**src/rtl/cr_had_pkg.sv**
```systemverilog
// Shared encodings for the HAD debug-request scheduler: FSM states, cause codes
// and the fixed source-priority function.
package cr_had_pkg;

    typedef enum logic [1:0] {
        ST_IDLE = 2'd0,
        ST_REQ  = 2'd1,
        ST_DBG  = 2'd2,
        ST_EXIT = 2'd3
    } sched_state_e;

    typedef enum logic [2:0] {
        CAUSE_NONE  = 3'd0,
        CAUSE_DR    = 3'd1,
        CAUSE_ADR   = 3'd2,
        CAUSE_JDB   = 3'd3,
        CAUSE_MBKPT = 3'd4,
        CAUSE_TRACE = 3'd5,
        CAUSE_OTHER = 3'd6
    } cause_e;

    localparam logic [7:0] CNT_MAX = 8'hFF;

    // Fixed priority DR > ADR > JDB > MBKPT > TRACE.
    function automatic cause_e pick_cause(input logic dr, input logic adr, input logic jdb,
                                          input logic mbkpt, input logic trace);
        if (dr)         return CAUSE_DR;
        else if (adr)   return CAUSE_ADR;
        else if (jdb)   return CAUSE_JDB;
        else if (mbkpt) return CAUSE_MBKPT;
        else if (trace) return CAUSE_TRACE;
        else            return CAUSE_NONE;
    endfunction

endpackage

```
**src/rtl/cr_had_dbgreq_sched.sv**
```systemverilog
// Debug-request scheduler: arbitrates debug sources into one held request to the
// core, tracks ack/timeout, records the entry cause and sequences debug exit.
module cr_had_dbgreq_sched
    import cr_had_pkg::*;
(
    input  logic       cpuclk,
    input  logic       hadrst_b,
    input  logic       req_dr,
    input  logic       req_adr,
    input  logic       req_jdb,
    input  logic       req_mbkpt,
    input  logic       req_trace,
    input  logic       iu_had_dbg_ack,
    input  logic       iu_yy_xx_dbgon,
    input  logic       iu_had_dbg_disable_for_tee,
    input  logic       exit_req,
    input  logic [7:0] regs_timeout_val,
    output logic       sched_iu_dbg_req,
    output logic [2:0] sched_iu_req_type,
    output logic [2:0] sched_regs_cause,
    output logic       sched_regs_cause_vld,
    output logic       sched_regs_timeout,
    output logic       sched_exit_dbg,
    output logic       sched_busy
);

    sched_state_e state_q, state_d;
    logic         pend_dr_q, pend_dr_d;
    logic         pend_adr_q, pend_adr_d;
    logic         pend_jdb_q, pend_jdb_d;
    cause_e       req_type_q, req_type_d;
    logic         dbg_req_q, dbg_req_d;
    logic [7:0]   cnt_q, cnt_d;
    cause_e       cause_q, cause_d;
    logic         cause_vld_q, cause_vld_d;
    logic         timeout_q, timeout_d;
    logic         exit_dbg_q, exit_dbg_d;

    logic         eff_dr, eff_adr, eff_jdb;
    logic         timeout_hit;
    cause_e       best;

    // Pulses arriving this cycle are eligible immediately, not only once latched.
    assign eff_dr      = pend_dr_q  | req_dr;
    assign eff_adr     = pend_adr_q | req_adr;
    assign eff_jdb     = pend_jdb_q | req_jdb;
    assign best        = pick_cause(eff_dr, eff_adr, eff_jdb, req_mbkpt, req_trace);
    assign timeout_hit = (regs_timeout_val != 8'd0) && (cnt_q == regs_timeout_val);

    always_comb begin
        // NOTE: every _d takes a default before the case so no path can infer a latch.
        state_d     = state_q;
        pend_dr_d   = pend_dr_q;
        pend_adr_d  = pend_adr_q;
        pend_jdb_d  = pend_jdb_q;
        req_type_d  = CAUSE_NONE;
        dbg_req_d   = 1'b0;
        cnt_d       = cnt_q;
        cause_d     = cause_q;
        cause_vld_d = 1'b0;
        timeout_d   = 1'b0;
        exit_dbg_d  = 1'b0;

        case (state_q)
            ST_IDLE: begin
                pend_dr_d  = eff_dr;
                pend_adr_d = eff_adr;
                pend_jdb_d = eff_jdb;
                if (iu_yy_xx_dbgon) begin
                    state_d     = ST_DBG;
                    cause_d     = CAUSE_OTHER;
                    cause_vld_d = 1'b1;
                    pend_dr_d   = 1'b0;
                    pend_adr_d  = 1'b0;
                    pend_jdb_d  = 1'b0;
                end else if (!iu_had_dbg_disable_for_tee && (best != CAUSE_NONE)) begin
                    state_d    = ST_REQ;
                    req_type_d = best;
                    dbg_req_d  = 1'b1;
                    cnt_d      = 8'd0;
                end
            end
            ST_REQ: begin
                pend_dr_d  = eff_dr;
                pend_adr_d = eff_adr;
                pend_jdb_d = eff_jdb;
                if (iu_had_dbg_ack) begin
                    state_d     = ST_DBG;
                    cause_d     = req_type_q;
                    cause_vld_d = 1'b1;
                    pend_dr_d   = 1'b0;
                    pend_adr_d  = 1'b0;
                    pend_jdb_d  = 1'b0;
                end else if (timeout_hit) begin
                    // Drop only the source that was granted; others get their turn.
                    state_d   = ST_IDLE;
                    timeout_d = 1'b1;
                    case (req_type_q)
                        CAUSE_DR:  pend_dr_d  = 1'b0;
                        CAUSE_ADR: pend_adr_d = 1'b0;
                        CAUSE_JDB: pend_jdb_d = 1'b0;
                        default:   ;
                    endcase
                end else begin
                    req_type_d = req_type_q;
                    dbg_req_d  = 1'b1;
                    cnt_d      = (cnt_q == CNT_MAX) ? cnt_q : cnt_q + 8'd1;
                end
            end
            ST_DBG: begin
                if (!iu_yy_xx_dbgon) begin
                    state_d = ST_IDLE;
                end else if (exit_req) begin
                    state_d    = ST_EXIT;
                    exit_dbg_d = 1'b1;
                end
            end
            ST_EXIT: begin
                if (!iu_yy_xx_dbgon) begin
                    state_d = ST_IDLE;
                end
            end
            default: state_d = ST_IDLE;
        endcase
    end

    always_ff @(posedge cpuclk or negedge hadrst_b) begin
        if (!hadrst_b) begin
            state_q     <= ST_IDLE;
            pend_dr_q   <= 1'b0;
            pend_adr_q  <= 1'b0;
            pend_jdb_q  <= 1'b0;
            req_type_q  <= CAUSE_NONE;
            dbg_req_q   <= 1'b0;
            cnt_q       <= 8'd0;
            cause_q     <= CAUSE_NONE;
            cause_vld_q <= 1'b0;
            timeout_q   <= 1'b0;
            exit_dbg_q  <= 1'b0;
        end else begin
            // NOTE: non-blocking so every flop samples the pre-edge _d values together.
            state_q     <= state_d;
            pend_dr_q   <= pend_dr_d;
            pend_adr_q  <= pend_adr_d;
            pend_jdb_q  <= pend_jdb_d;
            req_type_q  <= req_type_d;
            dbg_req_q   <= dbg_req_d;
            cnt_q       <= cnt_d;
            cause_q     <= cause_d;
            cause_vld_q <= cause_vld_d;
            timeout_q   <= timeout_d;
            exit_dbg_q  <= exit_dbg_d;
        end
    end

    assign sched_iu_dbg_req     = dbg_req_q;
    assign sched_iu_req_type    = req_type_q;
    assign sched_regs_cause     = cause_q;
    assign sched_regs_cause_vld = cause_vld_q;
    assign sched_regs_timeout   = timeout_q;
    assign sched_exit_dbg       = exit_dbg_q;
    assign sched_busy           = (state_q != ST_IDLE);

endmodule

```
**config.mk**
```make
export PLATFORM = sky130hd
export DESIGN_NAME = cr_had_dbgreq_sched
export DESIGN_NICKNAME = d
export VERILOG_FILES = /design/src/rtl/cr_had_pkg.sv /design/src/rtl/cr_had_dbgreq_sched.sv
export SDC_FILE = /design/constraint.sdc
export NUM_CORES = 1
export LEC_CHECK = 0
export CORE_MARGIN = 1.5
export CORE_UTILIZATION = 49
export CTS_BUF_LIST = sky130_fd_sc_hd__clkbuf_4 sky130_fd_sc_hd__clkbuf_8 sky130_fd_sc_hd__clkbuf_16
export CTS_CLUSTER_DIAMETER = 100
export DETAILED_ROUTE_END_ITERATION = 6
export GPL_TIMING_DRIVEN = 0
export HOLD_SLACK_MARGIN = 0.15
export PLACE_DENSITY = 0.78
export SLEW_MARGIN = 40
export SYNTH_ARGS = -nofsm -noshare
export SYNTH_HDL_FRONTEND = slang
export SYNTH_SLANG_ARGS = --single-unit
```
**constraint.sdc**
```tcl
create_clock -name cpuclk -period 2.49 [get_ports cpuclk]
set_clock_uncertainty 0.2 [all_clocks]
set_input_delay 0.3735 -clock cpuclk [delete_from_list [all_inputs] [get_ports cpuclk]]
set_output_delay 0.3735 -clock cpuclk [all_outputs]
set_load 0.005 [all_outputs]
```
## Word level (Yosys, flattened, before mapping)

Index checks and enable logic that the tools add are counted.

| word-level totals | value |
|---|---|
| bits in registers | 23 |
| latch bits | 0 |
| bits in writable memories | 0 |
| ROM bits | 0 |
| input bits | 19 |
| output and inout bits | 11 |
| word-level logic and storage cells | 101 |
| memories | 0 |

| operators by class | value |
|---|---|
| add/sub/neg operators | 1 |
| multiply operators | 0 |
| divide/modulo/power cells | 0 |
| magnitude comparators | 0 |
| equality and inequality tests | 19 |
| shifts and indexed selects | 0 |
| muxes and demuxes | 56 |
| bitwise gates (word level) | 3 |
| reduce and logical (&&, ||, !) cells | 11 |

Operators with widths:

| cell | number |
|---|---|
| $mux 8 | 5 |
| $mux 3 | 11 |
| $mux 1 | 24 |
| $ne 2x2->1 const B | 8 |
| $pmux 8 s2 | 1 |
| $mux 2 | 7 |
| $pmux 3 s2 | 2 |
| $pmux 1 s2 | 5 |
| $ne 3x3->1 const B | 3 |
| $add 8x1->8 const B | 1 |
| $eq 8x8->1 | 1 |
| $eq 8x8->1 const B | 1 |
| $pmux 2 s4 | 1 |
| $reduce_bool 8->1 | 1 |
| $eq 3x2->1 const B | 2 |
| $reduce_and 6->1 | 1 |
| $eq 2x2->1 const B | 2 |
| $reduce_and 4->1 | 1 |
| $reduce_bool 2->1 | 2 |
| $eq 3x1->1 const B | 1 |
| $or 1x1->1 | 3 |
| $reduce_and 3->1 | 1 |
| $reduce_bool 3->1 | 1 |
| $eq 2x1->1 const B | 1 |
| 3 further kinds | 4 |

## Logic depth before layout (Yosys ltp)

Gate-level depths: netlist of run 1.

| depth | value |
|---|---|
| depth after elaboration | 10 |
| gate-level depth with buffers | 7 |
| mapped depth without buffers | 6 |

## Worst setup path after synthesis of run 1

No wires, ideal clock.

| timing | value |
|---|---|
| path type | flip-flop to flip-flop |
| start point | register state_q[0] |
| end point | register cnt_q[1] |
| library setup time | 0.080 ns |
| arrival time | 1.800 ns |
| data required time | 2.210 ns |
| path slack | 0.410 ns |
| stages on the path, launching flop included | 7 |
| buffers on the path | 1 |
| clock period less this slack | 2.080 ns |
| cells stage by stage | dfrtp_1 nor4_4 a21bo_2 and2_4 buf_6 or4_4 o211ai_2 |

| on the way | value |
|---|---|
| word-level cells in the longest chain between the ends | 3 |
| elaborated cells between the ends (all ways) | 10 |
| those cells by class | eq/ne (6); mux (1); reduce/logical (3) |

RTL lines:

| element | line | text |
|---|---|---|
| start, declared | cr_had_dbgreq_sched.sv:27 | `sched_state_e state_q, state_d;` |
| start signal, assigned | cr_had_dbgreq_sched.sv:142 | `state_q <= state_d;` |
| $eq 2x1->1 / $logic_not 2->1 (equally long branches) | cr_had_dbgreq_sched.sv:64 | `case (state_q)` |
| $ne 2x2->1 (no line) / $reduce_bool 2->1 (equally long branches) | -- |  |
| $reduce_and 6->1 (no line) | -- |  |
| end signal, assigned | cr_had_dbgreq_sched.sv:148 | `cnt_q <= cnt_d;` |
| end, declared | cr_had_dbgreq_sched.sv:33 | `logic [7:0] cnt_q, cnt_d;` |

Parallel ways exist; a longest one is shown, timed or not.
A chain may end at the register's enable or synchronous reset.

## Worst setup path after layout of run 1

| timing | value |
|---|---|
| start point | input iu_yy_xx_dbgon |
| end point | register cnt_q[1] |

| on the way | value |
|---|---|
| word-level cells in the longest chain between the ends | 2 |

RTL lines:

| element | line | text |
|---|---|---|
| start, declared | cr_had_dbgreq_sched.sv:14 | `input logic iu_yy_xx_dbgon,` |
| $ne 2x2->1 (no line) | -- |  |
| $reduce_and 6->1 (no line) | -- |  |

No other way between the ends.

==> impl_metrics.ini, run 1 <==
[status]
status = complete, no violations

[layout]
register_area_sq_um = 576
mostFrequentLayoutCell = clkdlybuf4s50_1
drive_above_1_share_pct = 9.77
final_nets = 195
layout.cells.non_filler = 204
antenna_cells = 0
multi_input_area_sq_um = 669
syn_to_final_growth_pct = 28.6
num-fill-cells = 220
final_cell_mix = 28 x clkdlybuf4s50_1, 23 x dfrtp_1, 20 x nand2_1
finish.utilization_pct = 66.8

[timing]
fmax_mhz = 417
timing.final.crit_share_pct = 96.4
finalMaxSlewViolations = 0
relSlewSlack_pct = 65.3
worst_slack_ps = 89.3
hold_viol = 0
holdWs_ps = 349
rsz0062_at_grt = false
tightest_slew_ps = 518
period_needed_ps = 2400
setup_violations = 0

[logic_synthesis]
syn_area_per_cell_sq_um = 9.28
yosys.area_share.simple_pct = 29.1
synthXorXnorAreaFrac_pct = 5.39
async_flop_share_pct = 100
yosysSeqAreaShare_pct = 44.3
ys_ff_latch = 23
synth-adder-area-share_pct = 0.963
synth-edff-count = 0
yosys_warnings = 0
synthMuxAreaShare_pct = 0
postSynthCellCount = 140
ys_types = 41
syn-cell-area_sq_um = 1300
synth_top_family_by_area = simple AND/OR/NAND/NOR gates
syn_nets = 160
synth-compound-area-share_pct = 15.2
synthFlopType = dfrtp_1

[clocking]
htreeDepth = 1
cts_made_buffers = 3
clk_path_buf_depth = 2
clock_latency_ps = 300
cts_root_buf = clkbuf_4
cts.sinks = 23
cts_tree = done
cts_setup_buffers = 0
clk_pin_slew_worst_paths_ps = 120

[setup_path]
r2r_slack_ps = 240
cp-endpoint = cnt_q[1]$_DFFE_PN0P_
critPathKind = input pin to register
reg2reg_depth = 6
cp-start-kind = input pin
r2r_start = state_q[0]$_DFFE_PN0P_
reg2reg_to = cnt_q[1]$_DFFE_PN0P_
worstPathMaxFanout = 9
startpoint = iu_yy_xx_dbgon
worstPathArrival_ps = 2440
critPathRequiredTime_ps = 2530
cp-end-kind = register

[drt]
vias = 1225
detail-route-antenna-nets = 0
drt_iter0_markers = 26
viasPerCell = 6.00
wl_per_cell_um = 15.1
post-route-drc-count = 0
routed_wl_um = 3080
drtPass1Iterations = 4

[place]
place_ws_ps = -305
dpl.hpwl_um = 2340
port_buffers = 29
place.gp.congestion = 0.834
place_inst = 199

[floorplanning]
ioPinCount = 30
die_area_sq_um = 2970
core_area_sq_um = 2500
fp-row-count = 18
die_y_um = 54.5
die_x_um = 54.5
start_util_pct = 52.0

[global_route]
overflow = 0
antenna_found_initial = 0
use_met1_pct = 27.5
use_met2_pct = 43.2
grt_pass1_vias = 1229
grt.total_usage_pct = 23.6
grt_max_degree = 24
grt_pass1_wl_um = 5070
grt_busiest_layer = met2
use_met3_pct = 3.01

[power]
peakVddDrop_mv = 0.499
p_clk_share_pct = 17.7
power_density_nw_per_um2 = 566
p_int_uw = 639
power_switching_uw = 306
p_seq_share_pct = 52.6
netSwitchingFraction_pct = 32.4
share_comb_of_total_power_pct = 29.7
static-leakage-power_nw = 0.672

[hold_path]
hold_class = register to register

[run]
cap_violations = 0
[synthesized netlist by cell type (2+ instances only)]
| cell type | n | share of area, % |
|---|---|---|
| o211ai_1 | 5 | 2.9 |
| clkbuf_1 | 2 | 0.58 |
| o22ai_1 | 2 | 0.96 |
| inv_1 | 8 | 2.3 |
| o21ai_0 | 2 | 0.77 |
| nor3_1 | 2 | 0.77 |
| nor4_1 | 7 | 3.4 |
| xor2_1 | 8 | 5.4 |
| or4_1 | 3 | 1.7 |
| a31oi_1 | 4 | 1.9 |
| nand2_1 | 20 | 5.8 |
| nor2_1 | 9 | 2.6 |
| or2_0 | 2 | 0.96 |
| dfrtp_1 | 23 | 44 |
| a21oi_1 | 3 | 1.2 |
| and2_1 | 2 | 0.96 |
| buf_6 | 2 | 1.7 |
| o31ai_1 | 2 | 1.2 |
| nand2b_1 | 3 | 1.4 |
| or2_2 | 2 | 0.96 |
| nand3_1 | 7 | 2.7 |
| o311ai_1 | 3 | 2.0 |
[critical path, stage by stage]
cell             delay (ps)
clkdlybuf4s50_1         520
nor4_4                  370
a21bo_2                 300
and2_4                  160
buf_6                   130
or4_4                   510
o211ai_2                 70
[cell families (layout without fill, tap and decap cells)]
| group | after synthesis | after routing |
|---|---|---|
| and+or+nand+nor | 68 | 68 |
| AOI/OAI and AO/OA | 27 | 27 |
| DFF | 23 | 23 |
| buffers and inverters | 13 | 47 |
| xor gates and xnor gates | 8 | 8 |
| adders and majority gates | 1 | 1 |
[power groups by stage]
stage	Combinational, mW	Clock (mW)	Sequential, mW
finish	0.281	0.167	0.498
global route	0.313	0.183	0.505
CTS	0.281	0.176	0.495
detailed placement	0.279	0	0.502
global placement	0.269	0	0.499
floorplan	0.154	0	0.488
[state kept, by name, indices dropped and copies added (netlist names)]
name	flops
sched_exit_dbg	1
sched_iu_dbg_req	1
pend_adr_q	1
state_q	2
sched_regs_timeout	1
sched_regs_cause_vld	1
pend_jdb_q	1
sched_iu_req_type	3
cnt_q	8
pend_dr_q	1
sched_regs_cause	3
[how the worst min path moves through the flow]
stage                                      from  depth (start not counted)  slack, ps                endpoint
2_1_floorplan                          hadrst_b                          0       -120    cnt_q[0]$_DFFE_PN0P_
3_3_place_gp   sched_iu_req_type[1]$_DFFE_PN0P_                          1        300  pend_jdb_q$_DFFE_PN0P_
3_5_place_dp                           hadrst_b                          1        180    cnt_q[7]$_DFFE_PN0P_
4_1_cts        sched_iu_req_type[1]$_DFFE_PN0P_                          1        350  pend_jdb_q$_DFFE_PN0P_
5_1_grt        sched_iu_req_type[1]$_DFFE_PN0P_                          1        370  pend_jdb_q$_DFFE_PN0P_
6_report       sched_iu_req_type[1]$_DFFE_PN0P_                          1        350  pend_jdb_q$_DFFE_PN0P_
[layout make-up]
type	count	share of cell area, %
multi-input cells	104	40.1
plain buffers	5	2.10
repair buffers	30	17.7
inverters	8	1.80
clock buffers	3	1.35
clock inverters	1	0.300
flip-flops and latches	23	34.5
well taps	30	2.25
[per-layer routing]
metal  vias to the layer above  routed length, um
li1                        581                  -
met1                       600               1310
met2                        42               1620
met3                         2                126
met4                         0                 15
met5                         -                  0
[timing repair]
item	in CTS	in global routing
endpoints found under the setup margin	0	3
endpoints found under the hold margin	23	0
resized for setup	0	1
hold buffers	1	0
[stage by stage]
step / setup TNS [ps] / area (sq um) / total power, mW
floorplan: 0 / 1300 / 0.643
global placement: -909 / 1630 / 0.768
detailed placement: -1260 / 1620 / 0.781
CTS: 0 / 1660 / 0.951
global route: 0 / 1670 / 1.00
finish: 0 / 1670 / 0.946
Power figures use the tool's default switching activity.
==> inputs of run 2 (changes only) <==
--- a/config.mk
+++ b/config.mk
@@ -11,7 +11,7 @@
 export CTS_CLUSTER_DIAMETER = 100
 export DETAILED_ROUTE_END_ITERATION = 6
 export GPL_TIMING_DRIVEN = 0
-export HOLD_SLACK_MARGIN = 0.15
+export HOLD_SLACK_MARGIN = 0.05
 export PLACE_DENSITY = 0.78
 export SLEW_MARGIN = 40
 export SYNTH_ARGS = -nofsm -noshare
==> results of run 2 <==
Final layout, timing and power as in run 1 (identical DEF).
==> inputs of run 3 (changes only) <==
==> constraint.sdc (replaced) <==
create_clock -name cpuclk -period 2.49 [get_ports cpuclk]
set_clock_uncertainty 0.2 [all_clocks]
set_input_delay 0.3735 -clock cpuclk [delete_from_list [all_inputs] [get_ports cpuclk]]
set_output_delay 0.3735 -clock cpuclk [all_outputs]
set_load 0.1 [all_outputs]
==> run 3 against run 2 <==
  * Wire length down 5.9%
  * Cell count unchanged
  * Core utilization down 2.2 points
  * Clock power up 2%
  * Flip-flop and latch count unchanged
  * Die area unchanged
  * Global-route usage down 0.66 points
  * Sequential share of layout area up 1.2 points
==> impl_metrics.ini, run 3 (synthesized netlist as in run 1, its figures left out) <==
[clocking]
clk_pin_slew_worst_paths_ps = 130
htreeDepth = 1
cts_made_buffers = 3
cts_setup_buffers = 0
cts_root_buf = clkbuf_4
cts.sinks = 23
clock_latency_ps = 300
cts_tree = done
clk_path_buf_depth = 2

[layout]
syn_to_final_growth_pct = 24.4
antenna_cells = 0
mostFrequentLayoutCell = dfrtp_1
drive_above_1_share_pct = 16.1
final_cell_mix = 23 x dfrtp_1, 20 x nand2_1, 17 x clkdlybuf4s50_1
top_register = cnt_q
stdcell_area_sq_um = 1620
layout.cells.non_filler = 204
largest_reg_flops = 8
final_nets = 195

[drt]
routed_wl_um = 2900
drt_iter0_markers = 28
detail-route-antenna-nets = 0
drtPass1Iterations = 4
viasPerCell = 5.81
vias = 1185
post-route-drc-count = 0
wl_per_cell_um = 14.2

[place]
place.gp.congestion = 0.834
placed_cell_area_sq_um = 1570
dpl.hpwl_um = 2230
place_inst = 199
port_buffers = 29

[floorplanning]
core_area_sq_um = 2500
start_util_pct = 52.0
die_x_um = 54.5
ioPinCount = 30
fp-row-count = 18
die_area_sq_um = 2970
die_y_um = 54.5

[global_route]
overflow = 0
grt_pass1_wl_um = 4890
grt.total_usage_pct = 22.9
grt_max_degree = 24
antenna_found_initial = 0
grt_pass1_vias = 1150

[timing]
rsz0062_at_grt = false
finalMaxSlewViolations = 0
holdWs_ps = 344
period_needed_ps = 2360
fmax_mhz = 423
relSlewSlack_pct = 65.0
setup_violations = 0
tightest_slew_ps = 522
fin_tns_setup_ps = 0
timing.final.crit_share_pct = 94.9
hold_viol = 0

[setup_path]
critPathRequiredTime_ps = 2530
r2r_start = state_q[0]$_DFFE_PN0P_
startpoint = iu_yy_xx_dbgon
worstPathArrival_ps = 2400
critPathKind = input pin to register
worstPathMaxFanout = 9
cp-end-kind = register
cp-start-kind = input pin

[power]
power_density_nw_per_um2 = 671
peakVddDrop_mv = 0.501
static-leakage-power_nw = 0.683

[hold_path]
hold_class = register to register
min_from = sched_iu_req_type[1]$_DFFE_PN0P_

[run]
cap_violations = 0

[status]
status = complete, no violations
-- run 3: cell count changes in the layout (fill, tap and decap cells not counted), sizes merged --
cell / change
clkdlybuf4s50: -11
buf: +11
-- run 3: layout make-up --
type                       count  area, sq um
timing repair buffer          30          240
buffer                         5         35.0
clock buffer                   3         22.5
sequential                    23          576
fill                         218          885
tap                           30         37.5
multi-input combinational    104          669
clock inverter                 1         5.00
inverter                       8         30.0
-- run 3: critical path, stage by stage --
cell and delay [ps]:
clkdlybuf4s50_1 510, nor4_4 360, a21bo_2 290, and2_4 160, buf_6 130, or4_4 510, o211ai_2 70
-- run 3: what timing repair did --
item,4_1_cts,5_1_grt
gates resized for setup,0,1
hold buffers,1,0
endpoints found under the setup margin,0,3
endpoints found under the hold margin,23,0
-- run 3: path summary, 6_finish.rpt --
path / cells after the start / end / slack (ps)
worst max-delay path: 7 / cnt_q[1]$_DFFE_PN0P_ / 130
worst min register to register: 1 / pend_jdb_q$_DFFE_PN0P_ / 340
max in group asynchronous: 2 / cnt_q[1]$_DFFE_PN0P_ / 1390
worst max register to register: 6 / cnt_q[1]$_DFFE_PN0P_ / 260
worst min-delay path: 1 / pend_jdb_q$_DFFE_PN0P_ / 340
min in group asynchronous: 2 / cnt_q[6]$_DFFE_PN0P_ / 360
-- run 3: through the flow --
step                power [mW]  setup slack (ps)  util, %
finish                    1.08               126     64.6
global route              1.15              70.7     64.6
CTS                       1.09              72.2     64.2
detailed placement       0.919              -254     62.7
global placement         0.934              -226     65.1
floorplan                0.806               410        -
-- run 3: per-layer routing --
layer | part of all wire [%] | up-vias | global-route usage (%)
met5 | 0 | - | 0
li1 | - | 584 | -
met3 | 3.5 | 4 | 3.55
met1 | 44 | 568 | 26.5
met4 | 1.0 | 0 | 9.17
met2 | 51 | 29 | 41.8
-- run 3: power by group --
part | internal, mW | leakage (nW) | switching, mW | total, mW
logic | 0.126 | 0.366 | 0.294 | 0.420
registers | 0.431 | 0.300 | 0.0626 | 0.493
clock network | 0.0599 | 0.0177 | 0.111 | 0.171
